[src/rtl/u_result_stage.sv]
// u_result_stage: registered writeback-result stage for LUI / AUIPC / JAL / JALR.
// Forms the destination-register value from U_control and buffers it in a
// two-entry skid buffer with valid/ready on both sides.
// Optional feature: define U_RESULT_STATS_EN to add per-kind result counters
// (cnt_lui, cnt_auipc, cnt_link).
//
//  state | meaning
//  ------+------------------------------------------------
//  EMPTY | no buffered result, outputs not valid
//  ONE   | head holds one result, tail unused
//  FULL  | head and tail both hold results, in_ready low
module u_result_stage #(
  parameter int XLEN = 32
) (
  input  logic            clk,
  input  logic            rst,
  input  logic            in_valid,
  output logic            in_ready,
  input  logic [1:0]      U_control,
  input  logic            is_jump,
  input  logic [XLEN-1:0] pc,
  input  logic [19:0]     imm20,
  input  logic [4:0]      rd,
  output logic            out_valid,
  input  logic            out_ready,
  output logic [XLEN-1:0] wb_data,
  output logic [4:0]      wb_rd,
  output logic            wb_en,
  output logic            illegal
`ifdef U_RESULT_STATS_EN
  ,
  output logic [31:0]     cnt_lui,
  output logic [31:0]     cnt_auipc,
  output logic [31:0]     cnt_link
`endif
);

  typedef enum logic [1:0] {
    EMPTY = 2'd0,
    ONE   = 2'd1,
    FULL  = 2'd2
  } state_t;

  typedef struct packed {
    logic [XLEN-1:0] data;
    logic [4:0]      rd;
    logic            en;
    logic            ill;
  } entry_t;

  state_t state_q, state_d;
  entry_t head_q, tail_q, new_e;
  logic   in_xfer, out_xfer;
  logic   load_head_new, load_tail_new, promote_tail;
  logic [XLEN-1:0] imm_sh;

  assign in_ready  = (state_q != FULL);
  assign out_valid = (state_q != EMPTY);
  assign in_xfer   = in_valid & in_ready;
  assign out_xfer  = out_valid & out_ready;

  assign wb_data = head_q.data;
  assign wb_rd   = head_q.rd;
  assign wb_en   = head_q.en;
  assign illegal = head_q.ill;

  assign imm_sh = {imm20, 12'b0};

  // Result formation for the instruction currently offered upstream.
  always_comb begin
    new_e      = '0;
    new_e.rd   = rd;
    case (U_control)
      2'b01: begin
        new_e.data = imm_sh;
        new_e.en   = 1'b1;
      end
      2'b10: begin
        new_e.data = pc + imm_sh;
        new_e.en   = 1'b1;
      end
      2'b00: begin
        if (is_jump) begin
          new_e.data = pc + XLEN'(4);
          new_e.en   = 1'b1;
        end
      end
      default: begin
        new_e.ill = 1'b1;
      end
    endcase
    // x0 is never written, but the value is still carried for visibility.
    if (rd == 5'd0) new_e.en = 1'b0;
  end

  // Occupancy state register.
  always_ff @(posedge clk) begin
    if (rst) state_q <= EMPTY;
    else     state_q <= state_d;
  end

  // Next occupancy and entry-movement controls.
  always_comb begin
    state_d       = state_q;
    load_head_new = 1'b0;
    load_tail_new = 1'b0;
    promote_tail  = 1'b0;
    case (state_q)
      EMPTY: begin
        if (in_xfer) begin
          load_head_new = 1'b1;
          state_d       = ONE;
        end
      end
      ONE: begin
        if (in_xfer && out_xfer) begin
          load_head_new = 1'b1;
        end else if (in_xfer) begin
          load_tail_new = 1'b1;
          state_d       = FULL;
        end else if (out_xfer) begin
          state_d       = EMPTY;
        end
      end
      FULL: begin
        if (out_xfer) begin
          promote_tail = 1'b1;
          state_d      = ONE;
        end
      end
      default: state_d = EMPTY;
    endcase
  end

  // Entry storage: head drives the outputs, tail is promoted on head consume.
  always_ff @(posedge clk) begin
    if (rst) begin
      head_q <= '0;
      tail_q <= '0;
    end else begin
      if (load_head_new)     head_q <= new_e;
      else if (promote_tail) head_q <= tail_q;
      if (load_tail_new)     tail_q <= new_e;
    end
  end

`ifdef U_RESULT_STATS_EN
  logic [1:0] head_kind_q, tail_kind_q;

  // Result kind tracked alongside each entry so counters see what leaves.
  always_ff @(posedge clk) begin
    if (rst) begin
      head_kind_q <= 2'b00;
      tail_kind_q <= 2'b00;
    end else begin
      if (load_head_new)     head_kind_q <= U_control;
      else if (promote_tail) head_kind_q <= tail_kind_q;
      if (load_tail_new)     tail_kind_q <= U_control;
    end
  end

  // Count written results by kind; a written kind-00 entry is always a link.
  always_ff @(posedge clk) begin
    if (rst) begin
      cnt_lui   <= '0;
      cnt_auipc <= '0;
      cnt_link  <= '0;
    end else if (out_xfer && head_q.en) begin
      case (head_kind_q)
        2'b01:   cnt_lui   <= cnt_lui + 32'd1;
        2'b10:   cnt_auipc <= cnt_auipc + 32'd1;
        2'b00:   cnt_link  <= cnt_link + 32'd1;
        default: ;
      endcase
    end
  end
`endif

endmodule
[config.mk]
export PLATFORM = sky130hd
export DESIGN_NAME = u_result_stage
export DESIGN_NICKNAME = d
export VERILOG_FILES = /design/src/rtl/u_result_stage.sv
export SDC_FILE = /design/constraint.sdc
export NUM_CORES = 1
export LEC_CHECK = 0
export ABC_AREA = 0
export CAP_MARGIN = 20
export CORE_ASPECT_RATIO = 2
export CORE_MARGIN = 5
export CORE_UTILIZATION = 50
export CTS_CLUSTER_SIZE = 25
export DETAILED_ROUTE_END_ITERATION = 10
export PLACE_DENSITY = 0.78
export SLEW_MARGIN = 30
export SYNTH_ARGS = -nofsm -noshare
export SYNTH_HDL_FRONTEND = slang
export SYNTH_SLANG_ARGS = --single-unit
[constraint.sdc]
create_clock -name clk -period 4.7 [get_ports clk]
set_clock_uncertainty 0.1 [all_clocks]
set_input_delay 1.41 -clock clk [delete_from_list [all_inputs] [get_ports clk]]
set_output_delay 1.41 -clock clk [all_outputs]
set_load 0.02 [all_outputs]
==> results of run 1 <==
## kinds of logic after synthesis
group                      Yosys count
AOI/OAI and AO/OA                  202
xor gates and xnor gates            34
DFF                                 80
and+or+nand+nor                    216
muxes                               42
adders and majority gates           25
buffers and inverters               60
## worst min path at each step
stage	depth (start not counted)	end	slack [ns]	from
4_1_cts	2	tail_q[11]	0.35	tail_q[11]
2_1_floorplan	2	tail_q[18]	0.33	tail_q[18]
6_report	2	tail_q[10]	0.35	tail_q[10]
3_3_place_gp	2	tail_q[18]	0.34	tail_q[18]
5_1_grt	2	tail_q[10]	0.38	tail_q[10]
3_5_place_dp	2	tail_q[18]	0.35	tail_q[18]
## cell usage in the layout (no fill, tap or decap), drive strengths merged, types with 3 or more instances in the layout
cell type	netlist	layout
or3	3	3
nor3b	3	3
o22ai	17	17
nand2b	5	5
or2	3	3
a31oi	6	6
mux2i	39	39
a222oi	11	11
nand2	77	77
xnor2	24	24
nor3	15	15
mux2	3	3
nand3	20	20
nand4	8	8
dfxtp	80	80
o21ai	32	32
a22oi	6	6
a21o	10	10
a211oi	30	30
a21oi	65	65
buf	15	14
ha	24	24
clkdlybuf4s50	0	104
and4	5	5
o21a	6	6
xor2	10	10
clkbuf	31	12
nor2	57	57
nor2b	6	6
inv	13	13
a221oi	3	3
nor4	7	7
## registers in the layout (all words and copies together) (netlist names)
name	count
wb_rd	5
illegal	1
wb_en	1
tail_q	39
state_q	2
wb_data	32
## stage by stage
| stage | util (%) | cells | power (uW) | hold WS [ns] | area (sq um) |
|---|---|---|---|---|---|
| detailed placement | 61.15 | 868 | 1234 | 0.3457 | 6366 |
| floorplan | - | 659 | 1028 | 0.3338 | 5233 |
| finish | 64.34 | 884 | 1998 | 0.3518 | 6699 |
| global placement | 61.15 | 868 | 1225 | 0.3404 | 6366 |
| CTS | 64.34 | 884 | 1998 | 0.3545 | 6699 |
| global route | 64.34 | 884 | 2068 | 0.3756 | 6699 |
## area by class of cell
type	instances	area (sq um)	share of cell area (%)
multi-input cells	519	3395	50.67
flip-flops and latches	80	1602	23.91
repair buffers	118	1146	17.11
clock buffers	12	256.5	3.829
well taps	137	171.4	2.559
clock inverters	4	76.32	1.139
inverters	14	52.55	0.7845
## power breakdown
| part | switching, uW | total (uW) | internal [uW] |
|---|---|---|---|
| Combinational | 280 | 496 | 216 |
| Sequential | 21.4 | 734 | 712 |
| Clock | 273 | 768 | 495 |
| Total | 575 | 2000 | 1420 |
## worst register-to-register path: stages (launching register included)
cell	delay (ns)
dfxtp_1	0.44
nor2b_1	0.30
nand2_2	0.60
buf_4	0.47
mux2i_1	0.15
a211oi_1	0.27
## per-layer routing
layer  track usage [%]  wire length (um)
met4             15.29               858
met1             29.22              6308
met2             54.36             10150
met5                 0                 0
met3             3.730               966
==> summary.md, run 1 <==
| Metric | Value |
|---|---|
| Result of the run | `finished, final reports clean` |
| CP startpoint kind | `primary input` |
| WL/cell | `20.68 um` |
| Adder-Cell Fraction of Synth Area | `6.121%` |
| Min-delay worst type | `register to register` |
| Ys async rst share | `0%` |
| CTS tree | `yes` |
| Largest family of logic cells by synthesized area | `compound AO/OA/AOI/OAI gates` |
| Synthesized area per cell | `7.940 sq um` |
| Die Height | `154.7 um` |
| Crit-path cells | `clkdlybuf4s50_1 > ha_1 > inv_1 > fa_1 > nor2b_1 > o2111ai_1 > a2111oi_0 > nor3_1 > xnor2_1 > a221oi_1 > o22ai_1` |
| Residual DRC | `0` |
| Tmin final | `4.205 ns` |
| Most frequent cell after synthesis | `dfxtp_1` |
| DRT Pass-1 Iters | `5` |
| Placer Congestion | `0.9759` |
| Htree depth | `3` |
| Reg-to-Reg Start | `state_q[1]` |
| Pleak | `0.002663 uW` |
| Post-synthesis mux area share | `8.106%` |
| Post-CTS setup buffer count | `0` |
| CP arrival | `4.29 ns` |
| Setup TNS | `0 ns` |
| Crit-path max cell delay | `0.57 ns` |
| Synth area leader | `dfxtp_1` |
| Simple-gate share of the synthesized area | `20.06%` |
| Post-Synth XOR/XNOR Area | `5.691%` |
| Crit path max-delay family | `compound AO/OA/AOI/OAI gates` |
| Row Count | `53` |
| WS Path Type | `primary input to register` |
| Max clock buf depth | `2` |
| Least-Margin Pin Slew | `0.9650 ns` |
| Clk slew on worst S/H paths | `0.06 ns` |
| Initial Util | `50.26%` |
| Levels on crit path | `11` |
| Crit-path max FO | `4` |
| Final period util | `89.48%` |
| Area Overhead vs Synth | `28.02%` |
| Share of cells above drive strength 1 | `6.024%` |
| Finish-stage setup viols | `0` |
| R2R cell count | `5` |
| Pin count of the biggest net entering global routing | `49` |
| I/O pins | `105` |
| Post-CTS sizing | `0` |
| Seq cells post-synth | `80` |
| Synth area leaders | `dfxtp_1 31%, mux2i_1 7.5%, a21oi_1 6.2%` |
| Routed vias/inst | `6.184` |
| Yosys warning count | `0` |
| Number of port buffers | `104` |
| TritonCTS Sinks | `80` |
| Slew HR | `35.44%` |
| Diode count | `0` |
| Final global-route overflow total | `0` |
| Number of synthesized flops with an enable pin | `0` |
| Count of different cell masters after synthesis | `61` |
| Inserted Clock Buffers | `9` |
| Via count | `5467` |
| Root buffer cell | `clkbuf_16` |
| Starting DRT DRC Count | `430` |
| RSZ-0062 raised after global routing | `false` |
| GRT Total Usage | `28.94%` |
| Die Wd | `82.34 um` |
| End point of the critical path | `wb_data[30]` |
| Final Hold Fails | `0` |
| Dpl ws | `0.2031 ns` |
| WL final | `18280 um` |
| Area of the mapped netlist | `5233 sq um` |
| Mapped Cells | `659` |
| Main synth FF type | `dfxtp_1` |
| CP endpoint kind | `register` |
| Vias in the first global route | `5393` |
| Final Max Tran Viols | `0` |
| Worst-Skew Late Latency | `0.34 ns` |
| Syn Nets | `748` |
| Hpwl dp | `13630 um` |
| Bufs and invs on worst path | `2` |
| Synth top area share | `30.61%` |
| CP max-delay cell | `a2111oi_0` |
| Sequential-to-total area share from yosys stat | `30.61%` |
| CP required | `4.79 ns` |
| Core area | `10410 sq um` |
| Power Density | `298.2 nW/um^2` |
| Max_cap viols | `0` |
| Fmax | `237.8 MHz` |
| Synth cell count leaders | `80 x dfxtp_1, 77 x nand2_1, 65 x a21oi_1` |
| Die Area | `12730 sq um` |
| ANT nets after route | `0` |
| Compound-cell area share of the yosys netlist | `24.75%` |
| First-pass GRT wire length | `28080 um` |
| Initial antenna violation count | `0` |
| Final worst setup slack | `0.4946 ns` |
| R2r endpoint | `wb_en` |
| Setup slack, reg-to-reg | `2.26 ns` |
| # hold bufs at CTS | `0` |
| VDD IR max | `0.2273 mV` |
| Nets | `831` |
| Fill cells | `904` |
| CP startpoint | `pc[12]` |
(Power assumes the default switching activity.)
==> run 2, diff against run 1 <==
--- a/config.mk
+++ b/config.mk
@@ -5,10 +5,8 @@
 export SDC_FILE = /design/constraint.sdc
 export NUM_CORES = 1
 export LEC_CHECK = 0
-export ABC_AREA = 0
 export CAP_MARGIN = 20
-export CORE_ASPECT_RATIO = 2
-export CORE_MARGIN = 5
+export CORE_MARGIN = 3
 export CORE_UTILIZATION = 50
 export CTS_CLUSTER_SIZE = 25
 export DETAILED_ROUTE_END_ITERATION = 10
==> run 2 against run 1 <==
  * Final area decreased by 1.6%
  * Sequential share of layout area up 0.39 points
  * Worst setup slack barely moved
  * Hold slack improved by 0.0075 ns
  * Non-clock buffer count decreased by 1
  * Sequential power about the same
  * Power decreased by 9.3%
  * Sequential cell count stayed put
  * Count of clock-buffer cells in the layout shrank 3
  * Core utilization is 1.9 points higher
  * Clock power is 23% lower
  * Register-to-register slack improved by 0.15 ns
  * Largest cell class unchanged
  * Largest power group is now sequential cells
==> summary.md, run 2 (synthesized netlist as in run 1, its figures left out) <==
| Metric | Value |
|---|---|
| Tmin final | `4.206 ns (+0.0003140 ns)` |
| Via count | `5316 (-2.8%)` |
| RSZ-0062 raised after global routing | `false` |
| ANT nets after route | `0 (unchanged)` |
| CP arrival | `4.32 ns (+0.03 ns)` |
| Residual DRC | `0 (unchanged)` |
| TritonCTS Sinks | `80 (unchanged)` |
| Fmax | `237.8 MHz (about the same)` |
| Die Wd | `108.3 um (+32%)` |
| Pint | `1239 uW (-13%)` |
| First-pass GRT wire length | `25560 um (-8.9%)` |
| Most common cell after layout, fill and taps aside | `clkdlybuf4s50_1` |
| CTS tree | `yes` |
| GRT Total Usage | `27.20% (-1.7 points)` |
| Inserted Clock Buffers | `9 (unchanged)` |
| I/O pins | `105 (unchanged)` |
| VDD IR max | `0.1888 mV (-17%)` |
| Finish-stage setup viols | `0 (unchanged)` |
| WL final | `15900 um (-13%)` |
| Min-delay worst type | `register to register` |
| Final Non-Filler Cells | `879 (-0.57%)` |
| WS Path Type | `primary input to register` |
| Power Density | `274.8 nW/um^2 (-7.8%)` |
| Area Overhead vs Synth | `25.99%` |
| Final Hold Fails | `0 (unchanged)` |
| # hold bufs at CTS | `0 (unchanged)` |
| Root buffer cell | `clkbuf_8` |
| Final global-route overflow total | `0 (unchanged)` |
| Clk slew on worst S/H paths | `0.09 ns (+0.03 ns)` |
| Nets | `830 (-0.12%)` |
| Starting DRT DRC Count | `389 (-9.5%)` |
| CP required | `4.81 ns (+0.02 ns)` |
| Routed vias/inst | `6.048 (-2.2%)` |
| Final period util | `89.48% (about the same)` |
| Share of cells above drive strength 1 | `6.166% (+0.14 points)` |
| Pin count of the biggest net entering global routing | `58 (+18%)` |
| Hpwl dp | `11840 um (-13%)` |
| NetSw | `573.0 uW (-0.27%)` |
| CP startpoint kind | `primary input` |
| Max clock buf depth | `2 (unchanged)` |
| Worst-Skew Late Latency | `0.35 ns (about the same)` |
| Max_cap viols | `0 (unchanged)` |
| Placer Congestion | `0.9790 (+0.32%)` |
| Vias in the first global route | `5053 (-6.3%)` |
| Comb power frac | `27.1% (+2.3 points)` |
| Row Count | `36 (-32%)` |
| Htree depth | `3 (unchanged)` |
| Post-CTS setup buffer count | `0 (unchanged)` |
| Initial Util | `52.56% (+2.3 points)` |
| Clock share of power | `32.6% (-5.8 points)` |
| Largest register FFs | `39 (unchanged)` |
| DRT Pass-1 Iters | `7 (+2)` |
| Crit-path max cell delay | `0.56 ns (about the same)` |
| CP max-delay cell | `clkdlybuf4s50_1` |
| Final Max Tran Viols | `0 (unchanged)` |
| Number of port buffers | `104 (unchanged)` |
| WL/cell | `18.09 um (-13%)` |
| CP endpoint kind | `register` |
| Initial antenna violation count | `0 (unchanged)` |
| Placed insts | `863 (-0.58%)` |
| Result of the run | `finished, final reports clean` |
| Pleak | `0.002616 uW (-1.8%)` |
| Slew HR | `39.47% (+4.0 points)` |
| Least-Margin Pin Slew | `0.9047 ns (-0.06027 ns)` |
| Commonest cells after routing, fill and taps aside | `104 x clkdlybuf4s50_1, 80 x dfxtp_1, 76 x nand2_1` |
| Reg power frac | `40.3% (+3.6 points)` |
| Crit-path cells | `clkdlybuf4s50_1 > ha_1 > inv_1 > fa_1 > nor2b_1 > o2111ai_1 > a31oi_1 > a41oi_1 > xnor2_1 > a221oi_1 > o22ai_1` |
| Largest Register | `tail_q` |
| Crit-path max FO | `4 (unchanged)` |
| Die Height | `108.3 um (-30%)` |
| Die Area | `11730 sq um (-7.9%)` |
| Diode count | `0 (unchanged)` |
| Setup TNS | `0 ns (unchanged)` |
| Switch share | `31.63% (+2.9 points)` |
| Post-CTS sizing | `0 (unchanged)` |
| Core area | `9955 sq um (-4.4%)` |
[run 2: layout make-up]
| cell class | count | area [sq um] |
|---|---|---|
| flip-flops and latches | 80 | 1602 |
| well taps | 133 | 166.4 |
| multi-input cells | 519 | 3396 |
| inverters | 14 | 52.55 |
| fillers | 832 | 3362 |
| repair buffers | 117 | 1139 |
| clock buffers | 9 | 123.9 |
| clock inverters | 7 | 113.9 |
[run 2: path summary, 6_finish.rpt]
check | start | to | slack, ns | cells past startpoint
worst max register to register | state_q[1] | wb_data[20] | 2.41 | 5
worst max-delay path | pc[12] | wb_data[28] | 0.49 | 11
worst min register to register | tail_q[4] | tail_q[4] | 0.36 | 2
worst min-delay path | tail_q[4] | tail_q[4] | 0.36 | 2
[run 2: worst max-delay path: cells and delay by family]
kind                       cells  cell delay, ns
adders and majority gates      2            0.61
xor gates and xnor gates       1            0.16
and+or+nand+nor                1            0.18
AOI/OAI and AO/OA              5            1.33
buffers and inverters          2            0.62
[run 2: power groups by stage]
stage	registers [uW]	logic [uW]	clock network, uW
after floorplan	770	258	0
after global placement	744	476	0
after detailed placement	746	483	0
after CTS	730	485	598
after global routing	734	533	623
final	731	491	590
[run 2: routing by layer]
layer | track usage, % | wire, um
met3 | 5.552 | 1293
met1 | 39.03 | 7341
met2 | 41.79 | 7084
met5 | 0 | 0
met4 | 6.853 | 177
[run 2: metrics by stage]
step | area, sq um | total power (uW) | util, % | hold slack [ns] | setup slack, ns
floorplan | 5233 | 1028 | - | 0.3338 | 1.160
global placement | 6354 | 1220 | 63.83 | 0.3407 | 0.1942
detailed placement | 6354 | 1229 | 63.83 | 0.3477 | 0.2158
CTS | 6591 | 1814 | 66.21 | 0.3597 | 0.5743
global route | 6593 | 1891 | 66.23 | 0.3742 | 0.3023
finish | 6593 | 1812 | 66.23 | 0.3593 | 0.4942
==> variant, RTL diff (flow settings as in run 2) <==
The 3 states of `state_t` get a one-hot encoding in 3 bits.
--- a/src/rtl/u_result_stage.sv
+++ b/src/rtl/u_result_stage.sv
@@ -36,8 +36,8 @@
 );
 
-  typedef enum logic [1:0] {
-    EMPTY = 2'd0,
-    ONE   = 2'd1,
-    FULL  = 2'd2
+  typedef enum logic [2:0] {
+    EMPTY = 3'b001,
+    ONE   = 3'b010,
+    FULL  = 3'b100
   } state_t;
 
Function: same outputs for any inputs over 10 cycles, from zero or initial values and one cycle with rst high; not proved beyond that.
==> variant against run 2 <==
  * Design area decreased by 0.76%
  * Total power fell by 4.7%
  * Synthesized area fell by 0.72%
  * Non-clock buffer count grew 4
  * Fmax grew 4.2%
  * Setup slack improved by 170 ps
  * Routed wire length up 2.5%
  * Sequential cell count increased by 1
  * Clock power fell by 6.6%
  * Global-route usage up 0.31 points
  * Combinational power shrank 6.5%
  * Synthesized cell count grew 3.2%
  * Largest power group unchanged
==> variant: results (changes against run 2) <==
- CTS clk-pin slew, worst paths: 90 ps (about the same)
- DR iter-0 viols: 488 (+25%)
- Commonest cells in the netlist: 98 x nand2_1, 81 x dfxtp_1, 74 x a21oi_1
- Fin nets: 852 (+2.7%)
- Minimum hold slack: 354.4 ps (-4.891 ps)
- Placed cells: 885 (+2.5%)
- Mapped Nets: 769 (+2.8%)
- # fillers: 884 (+6.3%)
- CP Data Arrival Time: 4150 ps (-170 ps)
- Largest net degree at the start of global routing: 54 (-6.9%)
- Post-route setup slack: 662.4 ps (+168.2 ps)
- Worst Tran Pin Value: 939.9 ps (+35.20 ps)
- Vias after detailed routing: 5,516 (+3.8%)
- Hold path endpoint: wb_data[0]
- R2r endpoint: wb_data[31]
- Post-synthesis sequential area ratio: 0.3121 (+0.006065)
- Status: complete, no violations
- First-pass GRT wire length: 25,720 µm (+0.59%)
- DP HPWL: 12,030 µm (+1.5%)
- Gr ovfl total: 0 (unchanged)
- Synth top area cells: dfxtp_1 31%, a21oi_1 7.1%, nand2_1 7.1%, ha_1 5.8%, a22oi_1 4.0%
- Share of layout cells above drive strength 1: 0.06380 (+0.002140)
- Global Route Usage Sum: 0.2751 (+0.003073)
- Drt pass-1 iters: 5 (-2)
- GP Congestion: 0.9147 (-6.6%)
- R2R cell count: 6 (+1)
- Hold wc startpoint: wb_data[0]
- Crit path max fanout: 4 (unchanged)
- Number of global-route vias before repair: 5,176 (+2.4%)
- Vias per Instance: 6.122 (+1.2%)
- Pre-CTS WS: 369.4 ps (+153.6 ps)
- Peak VDD IR: 158.8 µV (-16%)
- Unique masters post-synth: 66 (+8.2%)
- Critical R2R Launch: state_q[0]
- DP Area: 0.006322 mm² (-0.49%)
- CTS resizes: 0 (unchanged)
- Post-detailed-route wirelength per cell: 18.09 µm (about the same)
- Leakage: 2.396 nW (-8.4%)
- Post-CTS Setup Bufs: 0 (unchanged)
- Worst reg2reg setup slack: 2390 ps (-20 ps)
- Max Buffers Root-to-Sink: 2 (unchanged)
- Syn Inst Count: 680 (+3.2%)
-- variant: cell types whose count changed after synthesis, moves of 12 or more --
cell / run 2 / this run
a22oi_1: 6 / 28
a211oi_1: 30 / 4
nand2_1: 77 / 98
mux2i_1: 39 / 2
nand3_1: 20 / 32
nand4_1: 6 / 18
and3_1: 1 / 25
-- variant: worst max-delay path: stages --
cell,delay [ps]
clkdlybuf4s50_1,490
ha_1,280
fa_1,420
a21o_2,230
a31oi_2,290
o31a_2,200
o21ai_0,120
xor2_1,160
a221oi_1,380
o22ai_1,160
-- variant: metal layers --
layer,track usage,wire [µm],vias to the layer above
met5,0,0,-
met4,0.06763,191,0
met3,0.03642,1004,21
met2,0.4334,7523,213
met1,0.3996,7577,2612
li1,-,-,2670
-- variant: cell families (layout without fill, tap and decap cells) --
| family | after synthesis | in the layout | synth area share |
|---|---|---|---|
| buffers and inverters | 54 | 142 | 0.04263 |
| AND/OR/NAND/NOR | 265 | 265 | 0.2437 |
| XOR/XNOR | 35 | 35 | 0.05901 |
| adder cells (fa/ha/maj) | 25 | 25 | 0.06166 |
| flip-flops | 81 | 81 | 0.3121 |
| AO/OA/AOI/OAI | 218 | 218 | 0.2770 |
| multiplexers | 2 | 2 | 0.003854 |
-- variant: where the power goes --
group / switching (mW) / total, mW / internal, mW
registers: 0.0117 / 0.717 / 0.705
clock network: 0.250 / 0.551 / 0.301
logic: 0.262 / 0.459 / 0.197
total: 0.523 / 1.73 / 1.20
-- variant: layout make-up --
cell class / count / area, µm² / area share
inverters: 5 / 18.77 / 0.002869
well taps: 133 / 166.4 / 0.02544
clock buffers: 10 / 127.6 / 0.01951
clock inverters: 6 / 90.09 / 0.01377
repair buffers: 121 / 1164 / 0.1779
multi-input cells: 545 / 3354 / 0.5127
flip-flops and latches: 81 / 1622 / 0.2478
